File: config.mk
export PLATFORM = sky130hd
export DESIGN_NAME = fifo_sync_param_flat
export DESIGN_NICKNAME = d
export VERILOG_FILES = /design/src/rtl/fifo_sync_param_if.sv /design/src/rtl/fifo_sync_param.sv /design/src/flat_wrapper.sv
export SDC_FILE = /design/constraint.sdc
export NUM_CORES = 1
export LEC_CHECK = 0
export CAP_MARGIN = 5
export CORE_UTILIZATION = 30
export CTS_CLUSTER_DIAMETER = 60
export CTS_CLUSTER_SIZE = 24
export DETAILED_ROUTE_END_ITERATION = 8
export GPL_ROUTABILITY_DRIVEN = 0
export GPL_TIMING_DRIVEN = 0
export HOLD_SLACK_MARGIN = 0.03
export PLACE_DENSITY = 0.47
export SYNTH_ARGS = -nofsm -noshare
export SYNTH_HDL_FRONTEND = slang
export SYNTH_SLANG_ARGS = --single-unit
File: constraint.sdc
create_clock -name clk -period 8.3 [get_ports clk]
set_input_delay 1.66 -clock clk [delete_from_list [all_inputs] [get_ports clk]]
set_output_delay 1.66 -clock clk [all_outputs]
set_load 0.01 [all_outputs]
File: src/rtl/fifo_sync_param_if.sv
// fifo_sync_param_if: handshake/data bundle for fifo_sync_param.
// master = producer/consumer side, slave = FIFO side.
interface fifo_sync_param_if #(
  parameter int WIDTH = 8,
  parameter int DEPTH = 16
);
  localparam int CW = $clog2(DEPTH) + 1;

  logic [WIDTH-1:0] din;
  logic             we;
  logic             re;
  logic             clr_err;
  logic [WIDTH-1:0] dout;
  logic             rd_valid;
  logic             empty;
  logic             full;
  logic             almost_empty;
  logic             almost_full;
  logic [CW-1:0]    cnt;
  logic             overflow;
  logic             underflow;
  logic             parity_err;

  modport master (
    output din,
    output we,
    output re,
    output clr_err,
    input  dout,
    input  rd_valid,
    input  empty,
    input  full,
    input  almost_empty,
    input  almost_full,
    input  cnt,
    input  overflow,
    input  underflow,
    input  parity_err
  );

  modport slave (
    input  din,
    input  we,
    input  re,
    input  clr_err,
    output dout,
    output rd_valid,
    output empty,
    output full,
    output almost_empty,
    output almost_full,
    output cnt,
    output overflow,
    output underflow,
    output parity_err
  );
endinterface

File: src/rtl/fifo_sync_param.sv
// fifo_sync_param: parametrised single-clock FIFO with threshold
// flags, sticky overflow/underflow and a read-data valid strobe.
// Optional macro FIFO_PARITY_EN: each entry carries an even-parity
// bit; parity_err pulses with rd_valid on a mismatch (else tied 0).
// Ports: clk, rst (sync, active-high), bus (fifo_sync_param_if.slave)
//   in : din, we, re, clr_err
//   out: dout, rd_valid, empty, full, almost_empty, almost_full,
//        cnt, overflow, underflow, parity_err
module fifo_sync_param #(
  parameter int WIDTH     = 8,
  parameter int DEPTH     = 16,
  parameter int AF_THRESH = DEPTH - 2,
  parameter int AE_THRESH = 2
) (
  input  logic             clk,
  input  logic             rst,
  fifo_sync_param_if.slave bus
);
  localparam int CW = $clog2(DEPTH) + 1;
  localparam int PW = $clog2(DEPTH);
`ifdef FIFO_PARITY_EN
  localparam int MW = WIDTH + 1;
`else
  localparam int MW = WIDTH;
`endif
  localparam logic [CW-1:0] FULL_C = CW'(DEPTH);
  localparam logic [CW-1:0] AF_C   = CW'(AF_THRESH);
  localparam logic [CW-1:0] AE_C   = CW'(AE_THRESH);

  logic [MW-1:0]    mem_q [DEPTH];
  logic [PW-1:0]    wptr_q, wptr_d;
  logic [PW-1:0]    rptr_q, rptr_d;
  logic [CW-1:0]    cnt_q, cnt_d;
  logic [WIDTH-1:0] dout_q, dout_d;
  logic             rd_valid_q, rd_valid_d;
  logic             ovf_q, ovf_d;
  logic             udf_q, udf_d;
  logic             perr_q, perr_d;

  logic             empty;
  logic             full;
  logic             wr_ok;
  logic             rd_ok;
  logic [MW-1:0]    wr_word;
  logic [MW-1:0]    rd_word;

  // Status comes from the occupancy count only.
  assign empty = (cnt_q == '0);
  assign full  = (cnt_q == FULL_C);

  // Acceptance uses pre-edge status: no write-through when full,
  // no bypass of write data when empty.
  assign wr_ok = bus.we & ~full;
  assign rd_ok = bus.re & ~empty;

  assign rd_word = mem_q[rptr_q];

`ifdef FIFO_PARITY_EN
  assign wr_word = {^bus.din, bus.din};
`else
  assign wr_word = bus.din;
`endif

  always_comb begin
    wptr_d     = wptr_q;
    rptr_d     = rptr_q;
    cnt_d      = cnt_q;
    dout_d     = dout_q;
    rd_valid_d = rd_ok;
    perr_d     = 1'b0;

    // Pointers are exactly log2(DEPTH) wide, so +1 wraps.
    if (wr_ok) begin
      wptr_d = wptr_q + PW'(1);
    end
    if (rd_ok) begin
      rptr_d = rptr_q + PW'(1);
      dout_d = rd_word[WIDTH-1:0];
`ifdef FIFO_PARITY_EN
      // Stored bit makes the entry even; any odd word is corrupt.
      perr_d = ^rd_word;
`endif
    end

    unique case ({wr_ok, rd_ok})
      2'b10:   cnt_d = cnt_q + CW'(1);
      2'b01:   cnt_d = cnt_q - CW'(1);
      default: cnt_d = cnt_q;
    endcase

    // A new error in the clearing cycle still sets the flag.
    ovf_d = (bus.we & full) | (ovf_q & ~bus.clr_err);
    udf_d = (bus.re & empty) | (udf_q & ~bus.clr_err);
  end

  always_ff @(posedge clk) begin
    if (rst) begin
      wptr_q     <= '0;
      rptr_q     <= '0;
      cnt_q      <= '0;
      dout_q     <= '0;
      rd_valid_q <= 1'b0;
      ovf_q      <= 1'b0;
      udf_q      <= 1'b0;
      perr_q     <= 1'b0;
    end else begin
      wptr_q     <= wptr_d;
      rptr_q     <= rptr_d;
      cnt_q      <= cnt_d;
      dout_q     <= dout_d;
      rd_valid_q <= rd_valid_d;
      ovf_q      <= ovf_d;
      udf_q      <= udf_d;
      perr_q     <= perr_d;
    end
  end

  // Storage is not reset; a write during reset is discarded.
  always_ff @(posedge clk) begin
    if (wr_ok && !rst) begin
      mem_q[wptr_q] <= wr_word;
    end
  end

  assign bus.dout         = dout_q;
  assign bus.rd_valid     = rd_valid_q;
  assign bus.empty        = empty;
  assign bus.full         = full;
  assign bus.almost_empty = (cnt_q <= AE_C);
  assign bus.almost_full  = (cnt_q >= AF_C);
  assign bus.cnt          = cnt_q;
  assign bus.overflow     = ovf_q;
  assign bus.underflow    = udf_q;
  assign bus.parity_err   = perr_q;
endmodule

File: src/flat_wrapper.sv
// flat-port wrapper written by rule: the top's interface ports become plain ports
module fifo_sync_param_flat 
#(
  parameter int WIDTH     = 8,
  parameter int DEPTH     = 16,
  parameter int AF_THRESH = DEPTH - 2,
  parameter int AE_THRESH = 2
)
  (clk, rst, bus_din, bus_we, bus_re, bus_clr_err, bus_dout, bus_rd_valid, bus_empty, bus_full, bus_almost_empty, bus_almost_full, bus_cnt, bus_overflow, bus_underflow, bus_parity_err);
  fifo_sync_param_if #(.WIDTH(WIDTH), .DEPTH(DEPTH)) bus_i ();
  input  logic clk;
  input  logic rst;
  input wire logic [$bits(bus_i.din)-1:0] bus_din;
  input wire logic [$bits(bus_i.we)-1:0] bus_we;
  input wire logic [$bits(bus_i.re)-1:0] bus_re;
  input wire logic [$bits(bus_i.clr_err)-1:0] bus_clr_err;
  output wire logic [$bits(bus_i.dout)-1:0] bus_dout;
  output wire logic [$bits(bus_i.rd_valid)-1:0] bus_rd_valid;
  output wire logic [$bits(bus_i.empty)-1:0] bus_empty;
  output wire logic [$bits(bus_i.full)-1:0] bus_full;
  output wire logic [$bits(bus_i.almost_empty)-1:0] bus_almost_empty;
  output wire logic [$bits(bus_i.almost_full)-1:0] bus_almost_full;
  output wire logic [$bits(bus_i.cnt)-1:0] bus_cnt;
  output wire logic [$bits(bus_i.overflow)-1:0] bus_overflow;
  output wire logic [$bits(bus_i.underflow)-1:0] bus_underflow;
  output wire logic [$bits(bus_i.parity_err)-1:0] bus_parity_err;
  assign bus_i.din = bus_din;
  assign bus_i.we = bus_we;
  assign bus_i.re = bus_re;
  assign bus_i.clr_err = bus_clr_err;
  assign bus_dout = bus_i.dout;
  assign bus_rd_valid = bus_i.rd_valid;
  assign bus_empty = bus_i.empty;
  assign bus_full = bus_i.full;
  assign bus_almost_empty = bus_i.almost_empty;
  assign bus_almost_full = bus_i.almost_full;
  assign bus_cnt = bus_i.cnt;
  assign bus_overflow = bus_i.overflow;
  assign bus_underflow = bus_i.underflow;
  assign bus_parity_err = bus_i.parity_err;
  fifo_sync_param #(.WIDTH(WIDTH), .DEPTH(DEPTH), .AF_THRESH(AF_THRESH), .AE_THRESH(AE_THRESH)) u_core (.clk(clk), .rst(rst), .bus(bus_i));
endmodule
# [Yosys cells after proc, flatten, opt, wreduce, memory -nomap -nowiden]
# Memories as Yosys holds them, arrays and structs flattened. A register that Yosys moved wholly into a read port is not among the register bits.
# Cells that the tools add are included.
# Widths: inputs -> output; s select.
[classes] addsub=4 mul=0 n_div=0 magnitude_cmp=2 n_eq_ne=3 shift=0 muxes=3 bitwise=11 n_reduce_logical=4
[ops] cell="$pmux 5 s2" count=1
[ops] cell="$add 4x1->4 const B" count=2
[ops] cell="$and 1x1->1" count=6
[ops] cell="$add 5x1->5 const B" count=1
[ops] cell="$eq 5x5->1 const B" count=1
[ops] cell="$ge 5x4->1 const B" count=1
[ops] cell="$le 5x2->1 const B" count=1
[ops] cell="$logic_not 5->1" count=1
[ops] cell="$sub 5x1->5 const B" count=1
[ops] cell="$not 1->1" count=3
[ops] cell="$eq 2x1->1 const B" count=1
[ops] cell="$eq 2x2->1 const B" count=1
[ops] cell="$mux 1" count=2
[ops] cell="$or 1x1->1" count=2
[ops] cell="$reduce_bool 2->1" count=1
[ops] cell="$logic_and 1x1->1" count=1
[ops] cell="$logic_not 1->1" count=1
[totals] regBits=16 latch_bits=0 mem_bits_rw=128 mem_bits_ro=0 wordCells=34 mem_count=1
[memory_table] memory="u_core.mem_q" words=16 word_bits=8 read_ports=1 rd_clocked_by_memory_dff=1 write_ports=1 line="fifo_sync_param.sv:30" rtl="logic [MW-1:0] mem_q [DEPTH];"

# [Longest topological paths before layout]
# Gate-level depths: netlist (run 1).
[depth] depth_word=6 ltp_mapped=12 ltp_nobuf=10

# [Worst setup path before layout (run 1)]
# No wires, ideal clock.
[synth_path] path_type="input to register" from="in bus_we" to="reg u_core.cnt_q[4] (netlist: u_core.bus.cnt[4])" setup_time_ns=0.121 t_arrival_ns=3.645 required_time_ns=8.179 setup_slack_ns=4.535 cell_stages=10 n_path_buf=1 cell_sequence="a21boi_1 > inv_1 > ha_1 > clkbuf_1 > xor2_1 > ha_1 > nand2_1 > a31oi_1 > a221oi_1 > mux2_2"
[synth_between] elab_chain_cells=3 word_cells_on_any_way=5 cone_classes="eq/ne (2); mux (1); bitwise (1); reduce/logical (1)"
[synth_lines] element="start: declaration" line="flat_wrapper.sv:14" rtl="input wire logic [$bits(bus_i.we)-1:0] bus_we;"
[synth_lines] element="$and 1x1->1 (*)" line="fifo_sync_param.sv:53" rtl="assign wr_ok = bus.we & ~full;"
[synth_lines] element="$eq 2x1->1 / $eq 2x2->1 (equally long branches)" line="fifo_sync_param.sv:85" rtl="unique case ({wr_ok, rd_ok})"
[synth_lines] element="$pmux 5 s2 / $reduce_bool 2->1 (equally long branches)"
[synth_lines] element="end signal: assignment" line="fifo_sync_param.sv:109" rtl="cnt_q <= cnt_d;"
[synth_lines] element="end: declaration" line="fifo_sync_param.sv:33" rtl="logic [CW-1:0] cnt_q, cnt_d;"
# Every way passes the cells marked *; elsewhere a longest branch is shown, timed or not.
# A chain may end at the register's enable or synchronous reset.

# [Final worst setup path (run 1)]
# Same ends and word-level chain as after synthesis.

==> results of run 1 <==
## flip-flops by register name (all words and copies together), names as in the netlist
signal                count
u_core.bus.cnt            5
u_core.wptr_q             4
u_core.bus.rd_valid       1
u_core.bus.overflow       1
u_core.rptr_q             4
u_core.mem_q            128
u_core.bus.underflow      1
u_core.bus.dout           8
## synth_stat cells (all sizes together)
library cell / number / area [sq um]
and3: 1 / 6.260
nor3b: 2 / 15.01
o21a: 2 / 15.01
and3b: 2 / 17.52
nand4b: 1 / 8.760
or4: 1 / 7.510
nand3b: 10 / 78.82
mux4: 32 / 720.7
nor4: 1 / 6.260
ha: 8 / 100.1
conb: 1 / 3.750
a21boi: 1 / 7.510
a221oi: 1 / 8.760
nand2: 11 / 41.29
edfxtp: 128 / 3844
nor3: 2 / 10.01
clkbuf: 10 / 37.54
nor2: 35 / 131.4
a21oi: 4 / 20.02
mux2: 2 / 22.52
inv: 5 / 18.76
nor2b: 4 / 25.02
a31oi: 1 / 6.260
buf: 11 / 68.81
xor2: 5 / 43.79
or3: 3 / 18.77
o31ai: 1 / 7.510
a21o: 1 / 7.510
o221ai: 8 / 76.32
dfxtp: 24 / 480.5
mux2i: 18 / 180.2
a31o: 1 / 8.760
a2111oi: 2 / 17.52
a311o: 1 / 10.01
o21ai: 3 / 26.28
xnor2: 2 / 17.52
o211ai: 3 / 27.52
nand3: 2 / 10.01
## metrics by stage
| stage | setup slack, ns | utilization | hold slack, ns | std cells | area (sq um) |
|---|---|---|---|---|---|
| after global placement | 3.509 | 0.3377 | 0.5012 | 652 | 6812 |
| after floorplan | 4.535 | - | 0.4783 | 350 | 6153 |
| after global routing | 3.601 | 0.3678 | 0.5501 | 684 | 7418 |
| final | 3.909 | 0.3678 | 0.5177 | 684 | 7418 |
| after detailed placement | 3.463 | 0.3377 | 0.4973 | 652 | 6812 |
| after CTS | 3.906 | 0.3678 | 0.5165 | 684 | 7418 |
## layer usage
| layer | part of all wire | vias up |
|---|---|---|
| met5 | 0 | - |
| met2 | 0.49 | 84 |
| met4 | 0.020 | 0 |
| li1 | - | 1495 |
| met1 | 0.45 | 1660 |
| met3 | 0.047 | 15 |
## worst max-delay path, delay by kind of cell
kind / cells / cell delay, ns
compound gates: 3 / 0.96
xor+xnor: 1 / 0.19
fa+ha+maj: 2 / 0.47
buf+inv: 3 / 0.94
mux: 1 / 0.37
simple gates: 1 / 0.09
## placed cells by master (no fill, tap or decap), drive strengths merged, types with 3 or more instances in the layout
master,instances
nor2,35
xor2,5
nand3b,10
clkinv,4
o211ai,3
o221ai,8
ha,8
a21oi,4
or3,3
buf,11
clkdlybuf4s50,32
clkbuf,27
nor2b,4
inv,14
dfxtp,24
o21ai,3
edfxtp,128
nand2,11
mux2i,18
mux4,32
## area by class of cell
class                           count  area [sq um]  share of cell area
Buffer                             21         106.4             0.01434
Tap cell                          270         337.8             0.04554
Sequential cell                   152          4324              0.5829
Timing Repair Buffer               32         320.3             0.04318
Clock inverter                     15         181.4             0.02446
Inverter                            5         18.77            0.002530
Multi-Input combinational cell    172          1704              0.2297
Clock buffer                       17         425.4             0.05735
## worst max-delay path by stage
stage	startpoint	to
6_report	bus_we	u_core.bus.cnt[4]$_SDFFE_PP0P_
5_1_grt	bus_we	u_core.bus.cnt[4]$_SDFFE_PP0P_
3_5_place_dp	bus_we	u_core.bus.cnt[4]$_SDFFE_PP0P_
4_1_cts	bus_we	u_core.bus.cnt[4]$_SDFFE_PP0P_
3_3_place_gp	bus_we	u_core.bus.cnt[4]$_SDFFE_PP0P_
2_1_floorplan	bus_we	u_core.bus.cnt[4]$_SDFFE_PP0P_
## logic make-up (layout without fill, tap and decap cells)
logic type / count (synthesis) / in the layout
AOI/OAI and AO/OA: 29 / 29
DFF: 152 / 152
and+or+nand+nor: 75 / 75
buffers and inverters: 26 / 90
xor gates and xnor gates: 7 / 7
muxes: 52 / 52
other: 1 / 1
adders and majority gates: 8 / 8
## where the power goes
| group | switching (uW) | total [uW] | internal (uW) |
|---|---|---|---|
| clock | 345 | 778 | 432 |
| sequential | 38.3 | 908 | 870 |
| combinational | 231 | 445 | 215 |
==> impl.org, run 1 <==
** Logic synthesis
- When the netlist entered floorplanning its net count stood at 371.
- Of the total synthesized cell area, the portion taken by AND, OR, NAND and NOR gates is 0.06120.
- Mean post-synth cell area :: approximately 18 sq um
- Synthesis produced 350 cells.
- Of the total synthesized cell area, the portion taken by full adders, half adders and majority gates is 0.01627.
- The post-synthesis compound-gate area fraction came to 0.03884.
- Sequential area share after synthesis :: 0.7027
- Fraction of synthesized area in multiplexers :: 0.1501
- Post-synthesis cell type count :: 46
- Of the total synthesized cell area, the portion taken by XOR and XNOR cells is 0.009963.
- After synthesis, the largest family of logic cells by area is multiplexers.
- Summing every instance area after synthesis gives 6153 sq um.
- Number of synthesized register bits :: 152
- The Yosys step of the flow raised 0 warnings.

** Worst setup path
- The worst register-to-register path ends at u_core.bus.cnt[4]$_SDFFE_PP0P_.
- In this run the critical register-to-register path is launched from u_core.bus.cnt[0]$_SDFFE_PP0P_.
- Worst reg2reg setup slack :: 4.98 ns
- For the worst setup path, the data required time is 8.61 ns.
- The worst setup path is launched from an input pin.
- Of all nets on the critical path, the largest fanout is 10.
- The signal on the critical path passes through clkdlybuf4s50_1 > a21boi_1 > inv_1 > ha_1 > clkbuf_1 > xor2_1 > ha_1 > nand2_1 > a31oi_1 > a221oi_1 > mux2_2.
- Most frequent cell on the critical path :: ha_1
- Kind of end point of the critical path :: register
- R2r worst-path depth :: 12
- For this run, the slowest stage of the critical path takes ~0.63 ns.
- Critical path's slowest cell :: clkdlybuf4s50_1
- Startpoint-to-endpoint class of the critical path :: in2reg
- Arrival time of the worst setup path :: around 4.7 ns

** Floorplanning
- Site Rows :: 52
- The total area inside the core boundary comes to approximately 20000 sq um.
- Die width :: 145.2 um
- For this configuration, the core starts out at a cell density of 0.3051.
- Die Outline Area :: 21090 sq um
- Vertical die dimension :: 145.2 um
- During I/O placement, the number of pins put on the boundary was 34.

** STA
- Subtracting the final worst setup slack from the clock period gives ~4.4 ns.
- Setup repair after global routing left no endpoint under its margin.
- Final max-slew violation count :: 0
- On the final layout, the worst clock skew is 0.006793 ns.
- Ratio of final minimum period to clock period :: 0.5290
- Final setup vio count :: 0
- Headroom to the max-slew limit came out at 0.3447.
- Actual slew at the worst max-slew pin :: 0.9794 ns
- Fin Setup TNS :: 0 ns
- The number of endpoints with negative hold slack in the final report is 0.
- Based on the critical path, the design can be clocked at up to 227.8 MHz.

** Placed design
- Input and output buffers added on the ports amount to 32.
- The HPWL after detailed placement is 8642 um.

** Route
- Final ANT Viol Nets :: 0
- After detailed routing, the number of vias per cell comes to 4.757.
- For this block, the initial DRC count from the detailed router was between 150 and 200.
- Average routed wire per standard cell :: 19.62 um
- Remaining routing DRC violations :: 0
- Total wire length after detailed routing :: 13420 um
- Via total after detailed routing :: 3254
- The pre-antenna-repair detailed-routing pass consisted of 8 iterations.

** Min path
- In this run the most critical hold path is launched from u_core.bus.dout[6]$_SDFFE_PP0N_.
- The tightest min-delay check is of the reg2reg type.
- Counting instances, the worst hold path has a depth of 2.
- Sink of the worst hold path :: u_core.bus.dout[6]$_SDFFE_PP0N_

** Power and ir drop
- Summing internal, switching and leakage power gives roughly 2100 uW.
- For this design the static power due to leakage is between 0.002 and 0.0025 uW.
- IR analysis of the VDD net gives a maximum drop of between 0.15 and 0.2 mV.
- Dividing total power by cell area gives a power density of around 290 nW/um^2.

** CTS
- Clock-pin slew on the worst setup and hold paths :: 0.07 ns
- TritonCTS built the clock tree.
- Number of levels the H-tree was split into :: 4
- Clock Sink Count :: 152
- Clock root buffer :: clkbuf_16
- The clock passes through at most 2 buffers.
- The number of hold buffers added after CTS was 0.
- Clock latency on the worst-skew pair, taken at its later pin, is 0.42 ns.
- In this run, CTS created clock tree buffers numbering 17.
- The number of gates resized after CTS was 0.
- Once the clock tree was built, the setup fixing pass inserted 0 buffers.

** Global routing
- Busiest metal layer after global routing :: met2
- Across every metal layer, demand over resource in global routing totals 0.1356.
- For this run, global-route usage on met3 was measured as 0.03805.
- M1 GR Usage :: 0.1722
- Overflow left after global routing :: 0
- The number of global-route vias before repair came to 3407.
- In the global route stage, met2 resource usage came out at 0.2200.
- Entering global routing, the biggest net connects 18 pins.
- The first global-routing pass estimated roughly 21000 um of wire.
- Initial antenna violation count :: 0

** Layout
- The filler cells instantiated in the layout total 1927.
- Number of nets in the layout :: 422
- Antenna diode instance count :: 0
- Of the cells placed in the final design, the portion with a size suffix greater than 1 is 0.1981.
- The area growth from synthesis to layout is 20.56%.

** Flow run
- MaxCap Viol Count :: 0

** Run status
- Run status :: complete, no violations
No activity file was read; power rests on OpenSTA's default activity.
==> run 2: changes to the inputs <==
- clock period: 8.3 -> 4.2 ns (I/O delays scaled with it)
==> results of run 2 <==
Same layout as run 1 (identical final DEF). Status: complete, no violations.
Main changes from that run: setup slack after placement 3.463 ns -> 0.1827 ns; setup slack after layout 3.909 ns -> 0.6293 ns; register-to-register setup slack 4.98 ns -> 0.88 ns; total power 2131 uW -> 4212 uW; worst IR drop on VDD 0.1714 mV -> 0.3387 mV
==> run 3: changes to the inputs <==
- SETUP_SLACK_MARGIN: not set -> 0.1
==> results of run 3 <==
Same layout as run 1 (identical final DEF). Status: complete, no violations.
Main changes from that run: setup slack after placement 3.463 ns -> 0.1827 ns; setup slack after layout 3.909 ns -> 0.6293 ns; register-to-register setup slack 4.98 ns -> 0.88 ns; total power 2131 uW -> 4212 uW; worst IR drop on VDD 0.1714 mV -> 0.3387 mV
==> edit (flow settings as in run 2) <==
Take the reset off `dout_q` and load it in a clocked block of its own.
--- a/src/rtl/fifo_sync_param.sv
+++ b/src/rtl/fifo_sync_param.sv
@@ -98,7 +98,6 @@
       wptr_q     <= '0;
       rptr_q     <= '0;
       cnt_q      <= '0;
-      dout_q     <= '0;
       rd_valid_q <= 1'b0;
       ovf_q      <= 1'b0;
       udf_q      <= 1'b0;
@@ -107,12 +106,15 @@
       wptr_q     <= wptr_d;
       rptr_q     <= rptr_d;
       cnt_q      <= cnt_d;
-      dout_q     <= dout_d;
       rd_valid_q <= rd_valid_d;
       ovf_q      <= ovf_d;
       udf_q      <= udf_d;
       perr_q     <= perr_d;
     end
+  end
+
+  always_ff @(posedge clk) begin
+    dout_q <= dout_d;
   end
 
   // Storage is not reset; a write during reset is discarded.
Formal check against the unedited RTL: differs if rst is asserted again (counterexample within 4 cycles, from zero or initial values and one cycle with rst high); with rst held inactive, the same outputs for 10 cycles.
==> edit against run 2 <==
Count of clock-buffer cells in the layout grew 2; synthesized cell count shrank 2.3%; sequential cell count is the same; power grew 2.2%; area after synthesis shrank 0.81%; register-to-register slack lost 270 ps; routed wire length shrank 1.8%; clock skew grew 0.76 ps; worst setup slack lost 17 ps; largest cell class unchanged; sequential share of layout area grew 1.5 points; design area shrank 0.76%.
==> edit: results (changes against run 2) <==
slowest stage cell, crit path=or3_1 (was clkdlybuf4s50_1); number of global-route vias before repair=3274 (was 3407); fraction of layout cells with a size suffix above 1=0.181 (was 0.198); Slew Limit Headroom=0.324 (was 0.345); power in sequential cells=0.00180 W; worst reg2reg path endpoint=u_core.bus.cnt[4] (unchanged); Reg2Reg Depth=12 (unchanged); Gate power share=0.215 (was 0.209); Worst R2R Start=u_core.bus.cnt[2] (was u_core.bus.cnt[0]); Post-Synth Adder-Cell Area=0.0164 (was 0.0163); multiplexer area fraction after synthesis=0.127 (was 0.150); min Tclk post-route=3590 ps (was 3570 ps); Pre-Repair DR Iteration Count=4 (was 8); switching power as a share of total power=0.260 (was 0.288); start point of the worst min-delay path=u_core.bus.overflow (was u_core.bus.dout[6]); distinct cell type count after synthesis=42 (was 46); worst-case setup slack after placement=263 ps (was 183 ps); Area contributors post-synth=edfxtp_1 (67%), mux4_2 (12%), dfxtp_1 (5.2%), nor2_1 (2.0%), a22oi_1 (2.0%) (was edfxtp_1 (62%), mux4_2 (12%), dfxtp_1 (7.8%), mux2i_1 (2.9%), nor2_1 (2.1%)); synthesized-area fraction occupied by ao, oa, aoi and oai cells=0.0431 (was 0.0388); delay contributed by the slowest stage of the critical path=510 ps (was 630 ps); Critical Path Sink Type=flop (unchanged); xor and xnor area share after synthesis=0.00861 (was 0.00996); cell count after synthesis=342 (was 350); root buffer selected by CTS=clkbuf_16 (unchanged); half-perimeter wire length after detailed placement=8.45 mm (was 8.64 mm); largest net degree at the start of global routing=17 (was 18); number of resized instances in the post-cts repair step=0 (unchanged); placed cells=639 (was 652); number of DRC markers after the initial detailed-route iteration=177 (was 165); routed len/inst=19.7 um (was 19.6 um); async set-reset flop share out of synthesis=0 (unchanged); Fin Clk Skew=7.56 ps (was 6.79 ps); nets in the synthesized netlist=363 (was 371); top cell types by occurrence after synthesis=edfxtp_1 (136), nor2_1 (33), mux4_2 (32) (was edfxtp_1 (128), nor2_1 (35), mux4_2 (32)); vias per cell=4.71 (was 4.76); post-layout net count=414 (was 422); worst hold path depth=3 (was 2); register with the most flip-flops=u_core.mem_q (unchanged); fillcell total=1822 (was 1927); Largest register FFs=128 (unchanged); number of synthesis warnings=0 (unchanged); flop-to-flop setup slack=610 ps (was 880 ps); number of enable flip-flop cells after synthesis=136 (was 128); sequential share of the synthesized area=0.722 (was 0.703); post-layout instance count excluding filler cells=669 (was 684); result of the run=finished clean (unchanged); Buffers on Ports=32 (unchanged); leakage power summed over all cells=2.39 nW (was 2.37 nW); global-route usage over all layers=0.140 (was 0.136); clock input transition at the sequential cells of the worst setup and hold paths=60 ps; startpoint of the worst setup timing path=u_core.bus.cnt[2] (was bus_we); wire length of the first global-routing pass=20.2 mm (was 20.5 mm); crit path max fanout=10 (unchanged); dominant delay contributor by cell family on the critical path=buffers and inverters (was compound AO/OA/AOI/OAI gates); critical path arrival=3900 ps (was 3880 ps); worst IR drop on VDD=277 uV (was 339 uV); end point of the most critical hold path=u_core.bus.overflow (was u_core.bus.dout[6])
-- edit: cell types whose count changed after synthesis, sizes merged, moves of 3 or more --
cell	before	now
nand3b	10	0
edfxtp	128	136
dfxtp	24	16
a22oi	0	16
nor2b	4	7
mux2i	18	3
nand2	11	18
o221ai	8	0
-- edit: metal layers --
metal	GRT usage	wire, um	vias up
met4	0.0615	212	0
met1	0.181	6230	1654
met2	0.226	6480	38
met3	0.0291	259	8
li1	-	-	1452
met5	0	0	-
-- edit: area by class of cell --
class                      instances  share of cell area
buffer                            20              0.0134
clock buffer                      19              0.0588
clock inverter                    11              0.0236
inverter                           6             0.00306
multi-input combinational        164               0.214
sequential                       152               0.598
tap                              265              0.0450
timing repair buffer              32              0.0435
-- edit: metrics by stage --
step	cell area [um^2]	power, W	util	hold WS (ps)
finish	7360	0.00430	0.373	584
CTS	7360	0.00436	0.373	600
global route	7360	0.00450	0.373	642
floorplan	6100	0.00240	-	548
detailed placement	6760	0.00277	0.343	587
global placement	6760	0.00276	0.343	574
